File: config.mk
export PLATFORM = sky130hd
export DESIGN_NAME = riscv_mem_arbiter
export DESIGN_NICKNAME = d
export VERILOG_FILES = /design/src/rtl/riscv_mem_arbiter.sv
export SDC_FILE = /design/constraint.sdc
export NUM_CORES = 1
export LEC_CHECK = 0
export ABC_AREA = 1
export CORE_ASPECT_RATIO = 0.6
export CORE_MARGIN = 8
export CORE_UTILIZATION = 38
export DETAILED_ROUTE_END_ITERATION = 8
export PLACE_DENSITY = 0.82
export SYNTH_ARGS = -nofsm -noshare
export SYNTH_HDL_FRONTEND = slang
export SYNTH_SLANG_ARGS = --single-unit
File: constraint.sdc
create_clock -name clk -period 2.3 [get_ports clk]
set_input_delay 0.46 -clock clk [delete_from_list [all_inputs] [get_ports clk]]
set_output_delay 0.46 -clock clk [all_outputs]
set_load 0.01 [all_outputs]
File: src/rtl/riscv_mem_arbiter.sv
// Shares one single-port synchronous SRAM between instruction fetch and data memory.
// Data accesses win ties unless IF has watched MAX_DM_STREAK DM grants in a row.
module riscv_mem_arbiter #(
  parameter int ADDR_WIDTH    = 32,
  parameter int DATA_WIDTH    = 32,
  parameter int MEM_LATENCY   = 1,
  parameter int MAX_DM_STREAK = 4
) (
  input  logic                    clk,
  input  logic                    rst,
  input  logic                    if_req,
  input  logic [ADDR_WIDTH-1:0]   if_addr,
  output logic [DATA_WIDTH-1:0]   if_rdata,
  output logic                    if_ready,
  input  logic                    dm_req,
  input  logic                    dm_we,
  input  logic [ADDR_WIDTH-1:0]   dm_addr,
  input  logic [DATA_WIDTH-1:0]   dm_wdata,
  input  logic [DATA_WIDTH/8-1:0] dm_wstrb,
  output logic [DATA_WIDTH-1:0]   dm_rdata,
  output logic                    dm_ready,
  output logic                    mem_en,
  output logic                    mem_we,
  output logic [ADDR_WIDTH-1:0]   mem_addr,
  output logic [DATA_WIDTH-1:0]   mem_wdata,
  output logic [DATA_WIDTH/8-1:0] mem_wstrb,
  input  logic [DATA_WIDTH-1:0]   mem_rdata,
  output logic                    busy
);

  localparam int STRB_WIDTH   = DATA_WIDTH / 8;
  localparam int STREAK_WIDTH = $clog2(MAX_DM_STREAK + 1);
  localparam int LAT_WIDTH    = (MEM_LATENCY > 1) ? $clog2(MEM_LATENCY) : 1;
  localparam logic [STREAK_WIDTH-1:0] STREAK_MAX = STREAK_WIDTH'(MAX_DM_STREAK);
  localparam logic [LAT_WIDTH-1:0]    LAT_LOAD   = LAT_WIDTH'(MEM_LATENCY - 1);

  typedef enum logic [1:0] {
    IDLE,
    ISSUE,
    WAIT,
    DONE
  } state_t;

  state_t                  state_reg,     state_next;
  logic                    owner_dm_reg,  owner_dm_next;
  logic [STREAK_WIDTH-1:0] dm_streak_reg, dm_streak_next;
  logic [LAT_WIDTH-1:0]    lat_cnt_reg,   lat_cnt_next;
  logic                    mem_en_reg,    mem_en_next;
  logic                    mem_we_reg,    mem_we_next;
  logic [ADDR_WIDTH-1:0]   mem_addr_reg,  mem_addr_next;
  logic [DATA_WIDTH-1:0]   mem_wdata_reg, mem_wdata_next;
  logic [STRB_WIDTH-1:0]   mem_wstrb_reg, mem_wstrb_next;

  logic streak_full;
  logic grant_dm;

  assign streak_full = (dm_streak_reg == STREAK_MAX);
  // IF only overrides DM once it has been passed over MAX_DM_STREAK times.
  assign grant_dm    = dm_req && !(if_req && streak_full);

  always_ff @(posedge clk) begin
    if (rst) begin
      state_reg     <= IDLE;
      owner_dm_reg  <= 1'b0;
      dm_streak_reg <= '0;
      lat_cnt_reg   <= '0;
      mem_en_reg    <= 1'b0;
      mem_we_reg    <= 1'b0;
      mem_addr_reg  <= '0;
      mem_wdata_reg <= '0;
      mem_wstrb_reg <= '0;
    end else begin
      state_reg     <= state_next;
      owner_dm_reg  <= owner_dm_next;
      dm_streak_reg <= dm_streak_next;
      lat_cnt_reg   <= lat_cnt_next;
      mem_en_reg    <= mem_en_next;
      mem_we_reg    <= mem_we_next;
      mem_addr_reg  <= mem_addr_next;
      mem_wdata_reg <= mem_wdata_next;
      mem_wstrb_reg <= mem_wstrb_next;
    end
  end

  always_comb begin
    state_next     = state_reg;
    owner_dm_next  = owner_dm_reg;
    dm_streak_next = dm_streak_reg;
    lat_cnt_next   = lat_cnt_reg;
    mem_en_next    = 1'b0;
    mem_we_next    = mem_we_reg;
    mem_addr_next  = mem_addr_reg;
    mem_wdata_next = mem_wdata_reg;
    mem_wstrb_next = mem_wstrb_reg;

    unique case (state_reg)
      IDLE: begin
        if (if_req || dm_req) begin
          state_next  = ISSUE;
          mem_en_next = 1'b1;
          if (grant_dm) begin
            owner_dm_next  = 1'b1;
            mem_we_next    = dm_we;
            mem_addr_next  = dm_addr;
            mem_wdata_next = dm_wdata;
            mem_wstrb_next = dm_we ? dm_wstrb : '0;
            if (if_req) begin
              dm_streak_next = streak_full ? STREAK_MAX : dm_streak_reg + 1'b1;
            end else begin
              dm_streak_next = '0;
            end
          end else begin
            owner_dm_next  = 1'b0;
            mem_we_next    = 1'b0;
            mem_addr_next  = if_addr;
            mem_wdata_next = '0;
            mem_wstrb_next = '0;
            dm_streak_next = '0;
          end
        end
      end
      ISSUE: begin
        lat_cnt_next = LAT_LOAD;
        state_next   = (MEM_LATENCY == 1) ? DONE : WAIT;
      end
      WAIT: begin
        lat_cnt_next = lat_cnt_reg - 1'b1;
        if (lat_cnt_reg <= LAT_WIDTH'(1)) begin
          state_next = DONE;
        end
      end
      DONE: begin
        // The requester changes req/addr on the edge ending DONE, so never re-grant here.
        state_next = IDLE;
      end
      default: begin
        state_next = IDLE;
      end
    endcase
  end

  assign mem_en    = mem_en_reg;
  assign mem_we    = mem_we_reg;
  assign mem_addr  = mem_addr_reg;
  assign mem_wdata = mem_wdata_reg;
  assign mem_wstrb = mem_wstrb_reg;

  assign busy      = (state_reg != IDLE);
  assign if_ready  = (state_reg == DONE) && !owner_dm_reg;
  assign dm_ready  = (state_reg == DONE) &&  owner_dm_reg;
  assign if_rdata  = if_ready ? mem_rdata : '0;
  assign dm_rdata  = (dm_ready && !mem_we_reg) ? mem_rdata : '0;

endmodule

==> results of run 1 <==
[cell usage after synthesis]
master | count | share of area
clkbuf_1 | 21 | 0.020
inv_1 | 52 | 0.050
o21ai_0 | 27 | 0.035
a21boi_0 | 24 | 0.046
nand4_1 | 35 | 0.056
a21oi_1 | 37 | 0.047
nor2_1 | 154 | 0.15
inv_2 | 1 | 0.00096
a21boi_1 | 8 | 0.015
ha_1 | 4 | 0.013
nor2_4 | 1 | 0.0029
o21ai_1 | 6 | 0.0077
or2_2 | 2 | 0.0032
nor2_2 | 1 | 0.0016
buf_1 | 3 | 0.0029
nand3_1 | 40 | 0.051
buf_2 | 28 | 0.036
nand2_1 | 78 | 0.075
dfxtp_1 | 76 | 0.39
[metal layers]
layer / share of wire / global-route usage / up-vias
met2: 0.47 / 0.344 / 188
met1: 0.43 / 0.260 / 2165
li1: - / - / 2417
met5: 0 / 0 / -
met3: 0.097 / 0.0840 / 19
met4: 0.012 / 0.0591 / 0
[report_power, final]
part	internal, mW	total [mW]	switching (mW)
Sequential	1.44	1.51	0.0657
Clock	0.837	1.37	0.534
Combinational	0.604	1.15	0.544
[worst max path at each step]
stage	from	to	slack, ns
after CTS	state_reg[1]$_SDFFE_PP0P_	dm_rdata[25]	0.03
final	state_reg[1]$_SDFFE_PP0P_	dm_rdata[0]	0.09
after global placement	state_reg[1]$_SDFFE_PP0P_	dm_rdata[22]	0.06
after detailed placement	state_reg[1]$_SDFFE_PP0P_	dm_rdata[29]	-0.06
after floorplan	state_reg[1]$_SDFFE_PP0P_	dm_rdata[10]	0.56
after global routing	state_reg[0]$_SDFFE_PP0P_	dm_rdata[0]	0.002
[per-stage QoR]
step / area, µm² / setup TNS [ns] / power, mW
2_1_floorplan: 3910 / 0 / 2.03
3_3_place_gp: 6720 / 0 / 2.68
3_5_place_dp: 6720 / -0.801 / 2.70
4_1_cts: 6980 / 0 / 4.07
5_1_grt: 6970 / 0 / 4.25
6_report: 6970 / 0 / 4.03
[area by class of cell]
class                           instances  share of cell area
Timing Repair Buffer                  286               0.400
Clock inverter                          6             0.00933
Inverter                               53              0.0285
Tap cell                              135              0.0242
Sequential cell                        76               0.218
Multi-Input combinational cell        419               0.287
Clock buffer                           10              0.0328
[critical path, cell delays in order (launching register included)]
cell and delay, ns:
dfxtp_1 0.36, ha_2 0.21, nand2_2 0.08, or2_4 0.29
buf_4 0.16, nor2_1 0.08, clkdlybuf4s15_1 0.24
[repair_timing]
item / 4_1_cts / 5_1_grt
pin swaps: 2 / 0
setup buffers: 2 / 0
endpoints found under the setup margin: 64 / 6
hold buffers: 0 / 0
gates cloned: 2 / 0
gates resized for setup: 70 / 9
[cells by family (layout without fill, tap and decap cells)]
family	count (synthesis)	after routing
simple gates	311	313
flops	76	76
fa+ha+maj	4	4
compound gates	102	102
buf+inv	105	355
==> results.toml, run 1 <==
[outcome]
status = "completed"

[logic_synthesis]
ys_types = 19
synth_nets = 739
synthesis.area_um2 = 3910
yosysWarnings = 0
synth-xor-area-share = 0
synthMuxAreaShare = 0
yosys.area_share.adder = 0.0128
synth_top_family_by_area = "simple AND/OR/NAND/NOR gates"
ys_seq_area_frac = 0.389
syn_inst = 598
synth_compound_area_frac = 0.151
synth-simple-area-share = 0.337
syn_area_per_cell_um2 = 6.54
ys_ff_latch = 76

[final_layout]
num_antenna_cells = 0
final_common_cell = "clkdlybuf4s50_1"
fillers = 840
drive_gt1_frac = 0.0506
final_cell_mix = "clkdlybuf4s50_1 (207), nor2_1 (154), nand2_1 (77), dfxtp_1 (76), dlygate4sd2_1 (58)"
area_delta_synth_final_pct = 78.2
multi_input_area_um2 = 2000
instances_no_fill = 985
final_util = 0.701
seqCellArea_um2 = 1520
nets = 986

[setup_path]
r2r_start = "dm_streak_reg[0]$_SDFFE_PP0P_"
startpoint_type = "flip-flop"
reg2reg_slack_ns = 0.68
end_kind = "primary output"
critPathKind = "reg2out"
worstPathMaxFanout = 4
critPathRequiredTime_ns = 1.84
arrival_ns = 1.75
reg2reg_depth = 6
rr_endpoint = "mem_wdata[21]$_SDFFE_PP0P_"

[die]
die_area_um2 = 13900
initial_core_util = 0.393
row_count = 28
coreArea_um2 = 9950
pin_count = 274
dieHeight_um = 94.6
fp.dieW_um = 147

[clock_tree]
h-tree-depth = 3
clk_pin_slew_ns = 0.06
cts_tree = "yes"
clock-sinks = 76
numCtsBuffers = 9
cts-root-buf = "clkbuf_16"
clk_latency_ns = 0.33
cts_buffer_depth = 2

[sta]
fin_crit_ns = 2.21
slew_headroom = 0.686
fmax_ghz = 0.452
finalCritPeriodShare = 0.962
setup_viol = 0
rsz0062_at_grt = "false"
clock_skew_ns = 0.00522
tightest_slew_ns = 0.470
setup_ws_ns = 0.0883
slew_viol_final = 0
hold_viol_final = 0
holdWs_ns = 0.465

[global_route]
grt_pass1_wl_mm = 24.1
grt_pass1_vias = 4468
track_usage = 0.212
grt_max_degree = 105
antenna_found_initial = 0
grt-ovfl-total = 0

[placed_design]
hpwlAfterDp_mm = 11.8
portBuffers = 273
pre_cts_ws_ns = -0.0575
gp_congestion = 0.893
place_inst = 965

[route]
drt-pass1-iter-count = 5
routed_via_density = 4.86
post-route-drc-count = 0
routed_wl_mm = 15.8
dr.first_iter.drc_count = 283
vias = 4789
drtAntennaViolNets = 0
wl_per_cell_um = 16.1

[power]
power_density_nw_per_um2 = 578
leakage_nw = 3.16
ir_drop_v = 0.000523

[hold_path]
min_from = "mem_wdata[14]$_SDFFE_PP0P_"
hold_depth = 2
hp-class = "reg2reg"
min_to = "mem_wdata[14]$_SDFFE_PP0P_"

[job]
max_cap_violations = 0
Note: power is estimated with default switching activity, not from simulation.
==> inputs of run 2 (changes only) <==
--- a/config.mk
+++ b/config.mk
@@ -8,9 +8,10 @@
 export ABC_AREA = 1
 export CORE_ASPECT_RATIO = 0.6
 export CORE_MARGIN = 8
-export CORE_UTILIZATION = 38
+export CORE_UTILIZATION = 32
 export DETAILED_ROUTE_END_ITERATION = 8
-export PLACE_DENSITY = 0.82
+export GPL_TIMING_DRIVEN = 0
+export PLACE_DENSITY = 0.73
 export SYNTH_ARGS = -nofsm -noshare
 export SYNTH_HDL_FRONTEND = slang
 export SYNTH_SLANG_ARGS = --single-unit
==> constraint.sdc (replaced) <==
create_clock -name clk -period 2 [get_ports clk]
set_input_delay 0.4 -clock clk [delete_from_list [all_inputs] [get_ports clk]]
set_output_delay 0.4 -clock clk [all_outputs]
set_load 0.01 [all_outputs]
==> run 2 against run 1 <==
Register-to-register slack worse by 0.50 ns. Final area shrank 0.61%. The flow now finishes with violations (setup timing). Sequential power grew 15%. Hold slack is essentially flat. Sequential share of layout area is 0.21 points higher. Clock skew grew 0.0037 ns. Clock power rose by 8%. Global-route usage shrank 0.41 points. Setup slack worse by 0.092 ns. Non-clock buffer count up 38.
==> results.toml, run 2 (synthesis results as in run 1) <==
[final_layout]
nets = 1022
final_common_cell = "clkdlybuf4s50_1"
num_antenna_cells = 0
final_util = 0.578
fin_area_um2 = 6930
area_delta_synth_final_pct = 77.1
drive_gt1_frac = 0.149
final_cell_mix = "clkdlybuf4s50_1 (206), nor2_1 (141), buf_2 (80), nand2_1 (77), dfxtp_1 (74)"

[route]
drt-pass1-iter-count = 7
route.met2.wl_mm = 7.44
dr.first_iter.drc_count = 255
routed_wl_mm = 17.5
drtAntennaViolNets = 0
routed_via_density = 4.69
post-route-drc-count = 0
wl_per_cell_um = 16.7
top_layer = "met4"
wl_met3_mm = 1.52
met1_length_mm = 8.54
vias = 4927

[power]
p_sw_frac = 0.301
clockPowerShare = 0.323
power_frac_comb = 0.298
power_density_nw_per_um2 = 662
seqPwrFrac = 0.379
p_sw_mw = 1.38
leakage_nw = 3.10
ir_drop_v = 0.000463
internal_power_mw = 3.21

[hold_path]
min_from = "mem_wdata[10]$_SDFFE_PP0P_"
hp-class = "reg2reg"
min_to = "mem_wdata[10]$_SDFFE_PP0P_"
hold_depth = 2

[sta]
slew_headroom = 0.673
slew_viol_final = 0
setup_ws_ns = -0.00359
holdWs_ns = 0.465
clock_skew_ns = 0.00890
rsz0062_at_grt = "true"
tightest_slew_ns = 0.490
hold_viol_final = 0
fin_crit_ns = 2.00
finalCritPeriodShare = 1.00
setup_tns_ns = -0.00359
fmax_ghz = 0.499
setup_viol = 1

[job]
max_cap_violations = 0

[global_route]
track_usage = 0.208
antenna_found_initial = 0
grt_max_degree = 14
grt_pass1_vias = 4801
grt-ovfl-total = 0
grt_pass1_wl_mm = 27.0

[setup_path]
path_cells = "ha_4, nand2_2, or2_4, buf_8, nor2_1, buf_2"
end_kind = "primary output"
arrival_ns = 1.60
rr_endpoint = "mem_addr[30]$_SDFFE_PP0P_"
critPathRequiredTime_ns = 1.60
critPathKind = "reg2out"
startpoint_type = "flip-flop"
critPathSlowestCell = "dfxtp_2"
worstPathMaxFanout = 10
slowest_delay_ns = 0.36
reg2reg_depth = 8
r2r_start = "dm_streak_reg[0]$_SDFFE_PP0P_"
reg2reg_slack_ns = 0.18

[clock_tree]
numCtsBuffers = 9
clk_pin_slew_ns = 0.06
cts-root-buf = "clkbuf_16"
cts_tree = "yes"
clock-sinks = 76
cts_buffer_depth = 2
clk_latency_ns = 0.33
h-tree-depth = 3

[placed_design]
portBuffers = 272
hpwlAfterDp_mm = 14.0
dpl-instance-area_um2 = 6840
gp_congestion = 0.827

[die]
row_count = 31
coreArea_um2 = 12000
die_area_um2 = 16100
dieHeight_um = 102
initial_core_util = 0.326
fp.dieW_um = 159
pin_count = 274

[outcome]
status = "finished, violations left"
violations = "setup timing"
## run 2: timing repair
action	in CTS	in global routing
setup endpoints to repair	66	63
gates cloned	0	0
setup buffers	0	1
pin swaps	1	1
gates resized for setup	240	46
hold buffers	0	0
## run 2: how the worst max path moves through the flow
stage / from / end / cells after the start / slack, ns
2_1_floorplan: state_reg[1]$_SDFFE_PP0P_ / dm_rdata[10] / 6 / 0.32
3_3_place_gp: state_reg[0]$_SDFFE_PP0P_ / dm_rdata[10] / 7 / -0.35
3_5_place_dp: state_reg[0]$_SDFFE_PP0P_ / dm_rdata[7] / 7 / -0.34
4_1_cts: state_reg[1]$_SDFFE_PP0P_ / dm_rdata[16] / 6 / -0.06
5_1_grt: state_reg[0]$_SDFFE_PP0P_ / dm_rdata[26] / 6 / -0.05
6_report: state_reg[0]$_SDFFE_PP0P_ / dm_rdata[4] / 6 / -0.004
## run 2: final cells by class
type	count	area (µm²)
buffer	51	284
clock buffer	10	229
clock inverter	6	41.3
fill	1203	5060
inverter	53	199
multi-input combinational	417	2010
sequential	76	1530
tap	165	206
timing repair buffer	273	2430
## run 2: per-stage QoR
step | std cells | power, mW | setup WS [ns]
detailed placement | 1035 | 3.14 | -0.341
CTS | 1050 | 4.63 | -0.0591
floorplan | 598 | 2.34 | 0.321
global route | 1051 | 4.85 | -0.0516
global placement | 1035 | 3.13 | -0.351
finish | 1051 | 4.58 | -0.00359
## run 2: worst max-delay path, delay by kind of cell (launching register included)
family                     cells  cell delay [ns]
and+or+nand+nor                3             0.46
DFF                            1             0.36
buffers and inverters          2             0.31
adders and majority gates      1             0.14
## run 2: power by group through the flow
stage                     clock network [mW]  logic (mW)  registers [mW]
after global placement                     0        1.38            1.76
after global routing                    1.59        1.50            1.76
after CTS                               1.51        1.38            1.74
after detailed placement                   0        1.38            1.76
after floorplan                            0       0.516            1.82
final                                   1.48        1.37            1.74
## run 2: layer usage
metal | GRT usage | up-vias
li1 | - | 2491
met1 | 0.299 | 2239
met2 | 0.298 | 192
met3 | 0.0743 | 5
met4 | 0.0240 | 0
met5 | 0 | -
